**src/rtl/multicore_launch_ctrl.sv**
```systemverilog
// Register-programmed launcher that releases a masked set of vector cores one by one
// with a programmable gap, then waits for every released core to report done.
module multicore_launch_ctrl #(
    parameter int NumCores     = 4,
    parameter int StaggerWidth = 8
) (
    input  logic                clk_i,
    input  logic                rst_ni,
    input  logic                reg_req_i,
    input  logic                reg_we_i,
    input  logic [4:0]          reg_addr_i,
    input  logic [31:0]         reg_wdata_i,
    output logic [31:0]         reg_rdata_o,
    output logic                reg_ack_o,
    output logic [NumCores-1:0] core_rst_no,
    output logic [NumCores-1:0] core_fetch_en_o,
    output logic [31:0]         core_boot_addr_o,
    input  logic [NumCores-1:0] core_done_i,
    output logic                irq_done_o
);

    localparam int IdxW = (NumCores > 1) ? $clog2(NumCores) : 1;
    localparam logic [IdxW-1:0] LastIdx = IdxW'(NumCores - 1);

    typedef enum logic [1:0] {IDLE, RELEASE, RUN, FINISH} state_e;

    state_e                  state_q;
    logic [IdxW-1:0]         index_q;
    logic [StaggerWidth-1:0] staggerCnt_q;
    logic                    waiting_q;
    logic [NumCores-1:0]     mask_q;
    logic [31:0]             bootAddr_q;
    logic [StaggerWidth-1:0] stagger_q;
    logic                    irqEn_q;
    logic                    done_q;
    logic                    aborted_q;
    logic [NumCores-1:0]     pending_q;
    logic [NumCores-1:0]     pending_d;
    logic [31:0]             cycles_q;
    logic [31:0]             cycles_d;
    logic [NumCores-1:0]     released_q;
    logic                    ack_q;
    logic [31:0]             rdata_q;

    logic        wrEn, ctrlWr, maskWr, bootWr, statusWr, staggerWr;
    logic        startReq, abortReq, busy, relAdvance;
    logic [31:0] readData;

    assign wrEn      = reg_req_i & reg_we_i;
    assign ctrlWr    = wrEn && (reg_addr_i == 5'h00);
    assign maskWr    = wrEn && (reg_addr_i == 5'h04);
    assign bootWr    = wrEn && (reg_addr_i == 5'h08);
    assign statusWr  = wrEn && (reg_addr_i == 5'h0C);
    assign staggerWr = wrEn && (reg_addr_i == 5'h10);
    assign startReq  = ctrlWr & reg_wdata_i[0];
    assign abortReq  = ctrlWr & reg_wdata_i[1];
    assign busy      = (state_q != IDLE);

    // Done pulses only count for cores that are actually out of reset
    assign pending_d = pending_q & ~(core_done_i & released_q);
    assign cycles_d  = (cycles_q == 32'hFFFF_FFFF) ? cycles_q : cycles_q + 32'd1;

    assign relAdvance = waiting_q ? (staggerCnt_q <= StaggerWidth'(1))
                                  : (!mask_q[index_q] || (stagger_q == '0));

    always_comb begin
        readData = '0;
        case (reg_addr_i)
            5'h00:   readData = {29'd0, irqEn_q, 2'b00};
            5'h04:   readData = 32'(mask_q);
            5'h08:   readData = bootAddr_q;
            5'h0C:   readData = {29'd0, aborted_q, done_q, busy};
            5'h10:   readData = 32'(stagger_q);
            5'h14:   readData = cycles_q;
            5'h18:   readData = 32'(pending_q);
            default: readData = '0;
        endcase
    end

    always_ff @(posedge clk_i) begin
        if (!rst_ni) begin
            state_q      <= IDLE;
            index_q      <= '0;
            staggerCnt_q <= '0;
            waiting_q    <= 1'b0;
            mask_q       <= '0;
            bootAddr_q   <= '0;
            stagger_q    <= '0;
            irqEn_q      <= 1'b0;
            done_q       <= 1'b0;
            aborted_q    <= 1'b0;
            pending_q    <= '0;
            cycles_q     <= '0;
            released_q   <= '0;
            ack_q        <= 1'b0;
            rdata_q      <= '0;
        end else begin
            ack_q   <= reg_req_i;
            rdata_q <= (reg_req_i && !reg_we_i) ? readData : 32'd0;

            if (ctrlWr) irqEn_q <= reg_wdata_i[2];
            if (!busy && maskWr)    mask_q     <= reg_wdata_i[NumCores-1:0];
            if (!busy && bootWr)    bootAddr_q <= reg_wdata_i;
            if (!busy && staggerWr) stagger_q  <= reg_wdata_i[StaggerWidth-1:0];

            // Clears come first so a same-cycle hardware set below overrides them
            if (statusWr && reg_wdata_i[1]) done_q    <= 1'b0;
            if (statusWr && reg_wdata_i[2]) aborted_q <= 1'b0;

            pending_q <= pending_d;
            if (busy) cycles_q <= cycles_d;

            if (state_q == IDLE) begin
                if (startReq) begin
                    cycles_q <= '0;
                    if (mask_q != '0) begin
                        state_q      <= RELEASE;
                        index_q      <= '0;
                        waiting_q    <= 1'b0;
                        staggerCnt_q <= '0;
                        pending_q    <= mask_q;
                    end else begin
                        done_q <= 1'b1;
                    end
                end
            end else if (abortReq) begin
                state_q      <= IDLE;
                released_q   <= '0;
                aborted_q    <= 1'b1;
                index_q      <= '0;
                waiting_q    <= 1'b0;
                staggerCnt_q <= '0;
            end else begin
                case (state_q)
                    RELEASE: begin
                        if (!waiting_q && mask_q[index_q]) released_q[index_q] <= 1'b1;
                        if (relAdvance) begin
                            waiting_q    <= 1'b0;
                            staggerCnt_q <= '0;
                            if (index_q == LastIdx) state_q <= RUN;
                            else                    index_q <= index_q + IdxW'(1);
                        end else if (waiting_q) begin
                            staggerCnt_q <= staggerCnt_q - StaggerWidth'(1);
                        end else begin
                            waiting_q    <= 1'b1;
                            staggerCnt_q <= stagger_q;
                        end
                    end
                    RUN: begin
                        if (pending_d == '0) begin
                            state_q    <= FINISH;
                            released_q <= '0;
                        end
                    end
                    FINISH: begin
                        state_q <= IDLE;
                        index_q <= '0;
                        done_q  <= 1'b1;
                    end
                    default: state_q <= IDLE;
                endcase
            end
        end
    end

    assign reg_ack_o        = ack_q;
    assign reg_rdata_o      = rdata_q;
    assign core_rst_no      = released_q;
    assign core_fetch_en_o  = released_q;
    assign core_boot_addr_o = bootAddr_q;
    assign irq_done_o       = (done_q | aborted_q) & irqEn_q;

endmodule

```
**config.mk**
```make
export PLATFORM = sky130hd
export DESIGN_NAME = multicore_launch_ctrl
export DESIGN_NICKNAME = d
export VERILOG_FILES = /design/src/rtl/multicore_launch_ctrl.sv
export SDC_FILE = /design/constraint.sdc
export NUM_CORES = 1
export LEC_CHECK = 0
export CORE_MARGIN = 4
export CORE_UTILIZATION = 54
export CTS_BUF_LIST = sky130_fd_sc_hd__clkbuf_16
export CTS_CLUSTER_DIAMETER = 30
export CTS_CLUSTER_SIZE = 25
export DETAILED_ROUTE_END_ITERATION = 10
export GPL_TIMING_DRIVEN = 0
export PLACE_DENSITY = 0.92
export SLEW_MARGIN = 20
export SYNTH_ARGS = -nofsm -noshare
export SYNTH_HDL_FRONTEND = slang
export SYNTH_SLANG_ARGS = --single-unit
```
**constraint.sdc**
```tcl
create_clock -name clk_i -period 5.42 [get_ports clk_i]
set_clock_uncertainty 0.1 [all_clocks]
set_input_delay 1.084 -clock clk_i [delete_from_list [all_inputs] [get_ports clk_i]]
set_output_delay 1.084 -clock clk_i [all_outputs]
set_load 0.03 [all_outputs]
```
==> metrics.yaml <==
drt:
  drc: 0
  drtIter0Drc: 799
  wl_per_cell_um: 19.3
  wl_mm: 19.0
  first_pass_iters: 5
  viasPerCell: 6.31
  vias: 6217
  drtAntennaViolNets: 0
sta:
  timing.fmax_mhz: 263
  maxSlewHeadroom_pct: 38.6
  setup_tns_ns: 0
  worst_pin_slew_ns: 0.913
  setup_viol: 0
  rsz0062_at_grt: "no"
  min_period_ns: 3.80
  hold_viol_final: 0
  drv_slew: 0
  finalCritPeriodShare_pct: 70.1
pwr:
  seqPwrFrac_pct: 43.6
  combPwrFrac_pct: 3.8
  switchingPower_w: 0.000510
  clockPowerShare_pct: 52.7
  switching_share_pct: 22.6
  p_leak_nw: 2.63
  p_int_w: 0.00174
  vdd_drop_max_mv: 0.188
  cellPowerDensity_nw_per_um2: 288
setup_path:
  timing.rr.start: "cycles_q[0]"
  rr_worst_depth: 6
  slowest_delay_ns: 0.48
  path_cells: "clkdlybuf4s50_1, or3_1, clkbuf_1, nor2_1, and4_1, clkbuf_1, clkbuf_1, nand2_1, a21oi_1"
  cp_slowest_cell: "clkbuf_1"
  crit_top_cell: "clkbuf_1"
  crit_required_ns: 5.66
  reg2reg_slack_ns: 2.54
  worst_setup_path_start_kind: "primary input"
  critPathArrivalTime_ns: 4.04
  worst-path-max-fanout: 10
  cp-end-kind: "register"
  rr_endpoint: "cycles_q[18]"
  critPathKind: "in -> reg"
clock_tree:
  cts_buffers: 17
  cts_resized: 0
  clockRootBuffer: "clkbuf_16"
  clock_path_buffers: 2
  cts.clk_slew.worst_paths_ns: 0.06
  clk_latency_ns: 0.42
  cts_tree: "yes"
  cts_htree_levels: 4
  holdBufCountCts: 0
  post-cts-setup-buffers: 0
  clkSinkCount: 133
grt:
  grtUsageTotal_pct: 30.0
  antenna_found_initial: 0
  grt_pass1_vias: 5895
  grt_max_degree: 17
  grt_overflow: 0
  grt_pass1_wl_mm: 30.9
finish:
  final_util_pct: 74.5
  layout-drive-gt1-share_pct: 5.77
  nFillCells: 756
  final_nets: 892
  fin_cells: 985
  insertedDiodeCount: 0
  area_growth_syn_to_layout_pct: 32.5
synthesis:
  syn-mean-instance-area_um2: 8.41
  synth_enable_flop_cells: 0
  yosysSeqAreaShare_pct: 45.0
  syn_area_um2: 5910
  synth_cell_types: 58
  syn_inst: 703
  synthFlopType: "dfxtp_1"
  syn_nets: 759
  async_flop_share_pct: 0
  synth_seq_cells: 133
  synth_warnings: 0
min_path:
  whs_path_depth: 2
  whs_endpoint: "core_boot_addr_o[9]"
  min_from: "core_boot_addr_o[9]"
  hold_class: "reg -> reg"
die:
  die_x_um: 113
  start_util_pct: 56.2
  dieArea_um2: 12700
  rows: 37
  ios: 119
  die_h_um: 113
  core_um2: 10500
run:
  max_cap_viol_count: 0
placement:
  dp.cells: 953
  port_buffers: 114
  gp_congestion: 0.919
  hpwl_mm: 13.2
status:
  status: "finished, final reports clean"
worst max-delay path: cells and delay by family:
family          cells  cell delay, ns
buf+inv             4            1.48
simple gates        4            1.30
compound gates      1            0.17
Yosys cell counts (6+ instances only):
| library cell | count | share of area, % |
|---|---|---|
| a21oi_1 | 69 | 5.8 |
| a22oi_1 | 39 | 5.0 |
| a31oi_1 | 12 | 1.3 |
| and3_1 | 6 | 0.64 |
| and4_1 | 7 | 1.0 |
| clkbuf_1 | 34 | 2.2 |
| dfxtp_1 | 133 | 45 |
| ha_1 | 11 | 2.3 |
| inv_1 | 23 | 1.5 |
| mux2i_1 | 17 | 2.9 |
| nand2_1 | 94 | 6.0 |
| nand3_1 | 12 | 1.0 |
| nand4_1 | 13 | 1.4 |
| nor2_1 | 76 | 4.8 |
| nor3_1 | 9 | 0.76 |
| o21ai_0 | 28 | 2.4 |
| o31ai_1 | 8 | 1.0 |
| or3_1 | 16 | 1.7 |
| or4_1 | 10 | 1.3 |
| xnor2_1 | 7 | 1.0 |
metrics by stage:
stage	setup WS, ns	hold slack [ns]	instance area, um2	power [W]
2_1_floorplan	2.47	0.357	5910	0.00103
3_3_place_gp	1.40	0.363	7220	0.00108
3_5_place_dp	1.32	0.368	7220	0.00108
4_1_cts	1.72	0.375	7830	0.00225
5_1_grt	1.47	0.401	7830	0.00230
6_report	1.62	0.376	7830	0.00225
area by class of cell:
| cell class | count | area [um2] | share of cell area [%] |
|---|---|---|---|
| Multi-Input combinational cell | 503 | 2980 | 38.0 |
| Timing Repair Buffer | 114 | 1140 | 14.6 |
| Buffer | 44 | 186 | 2.38 |
| Clock buffer | 17 | 425 | 5.43 |
| Tap cell | 136 | 170 | 2.17 |
| Inverter | 23 | 86.3 | 1.10 |
| Clock inverter | 15 | 181 | 2.32 |
| Sequential cell | 133 | 2660 | 34.0 |
registers in the layout (all words and copies together) (netlist names), 4 cells and up:
name and count:
cycles_q 32, core_boot_addr_o 32, core_fetch_en_o 4, pending_q 4
mask_q 4, staggerCnt_q 8, stagger_q 8, reg_rdata_o 32
metal layers:
metal  track usage [%]  vias to the layer above  wire length [um]
met2              48.0                      402              8870
met1              39.2                     2927              7710
met4              12.6                        0               622
met5                 0                        -                 0
li1                  -                     2813                 -
met3              6.36                       75              1790
cell usage in the layout, fill, tap and decap left out, types with 10 or more instances in the layout:
cell             count
or3_1               16
a31oi_1             12
a22oi_1             39
o21ai_0             28
clkdlybuf4s50_1    114
a21oi_1             69
mux2i_1             17
clkbuf_1            34
nor2_1              76
nand3_1             12
inv_1               25
dfxtp_1            133
or4_1               10
nand4_1             13
ha_1                11
clkbuf_16           17
nand2_1             94
logic make-up (layout without fill, tap and decap cells):
logic type / count (synthesis) / after routing / synth area share [%]
and+or+nand+nor: 273 / 273 / 22.7
muxes: 18 / 18 / 3.26
adders and majority gates: 11 / 11 / 2.33
buffers and inverters: 67 / 213 / 4.61
DFF: 133 / 133 / 45.0
xor gates and xnor gates: 7 / 7 / 1.04
AOI/OAI and AO/OA: 194 / 194 / 21.1
worst max-delay path by stage:
stage | to | cells past startpoint | from
6_report | core_boot_addr_o[6] | 9 | reg_addr_i[4]
3_5_place_dp | core_boot_addr_o[0] | 9 | reg_addr_i[4]
3_3_place_gp | core_boot_addr_o[4] | 9 | reg_addr_i[4]
4_1_cts | core_boot_addr_o[6] | 9 | reg_addr_i[4]
5_1_grt | core_boot_addr_o[20] | 9 | reg_addr_i[4]
2_1_floorplan | cycles_q[31] | 8 | reg_we_i
power groups by stage:
stage | Combinational (W) | Clock, W | Sequential, W
after floorplan | 0.0000289 | 0 | 0.00101
after global placement | 0.0000791 | 0 | 0.00100
after detailed placement | 0.0000811 | 0 | 0.00100
after CTS | 0.0000824 | 0.00119 | 0.000981
after global routing | 0.0000894 | 0.00123 | 0.000981
final | 0.0000846 | 0.00119 | 0.000981
Note: power is estimated with default switching activity, not from simulation.
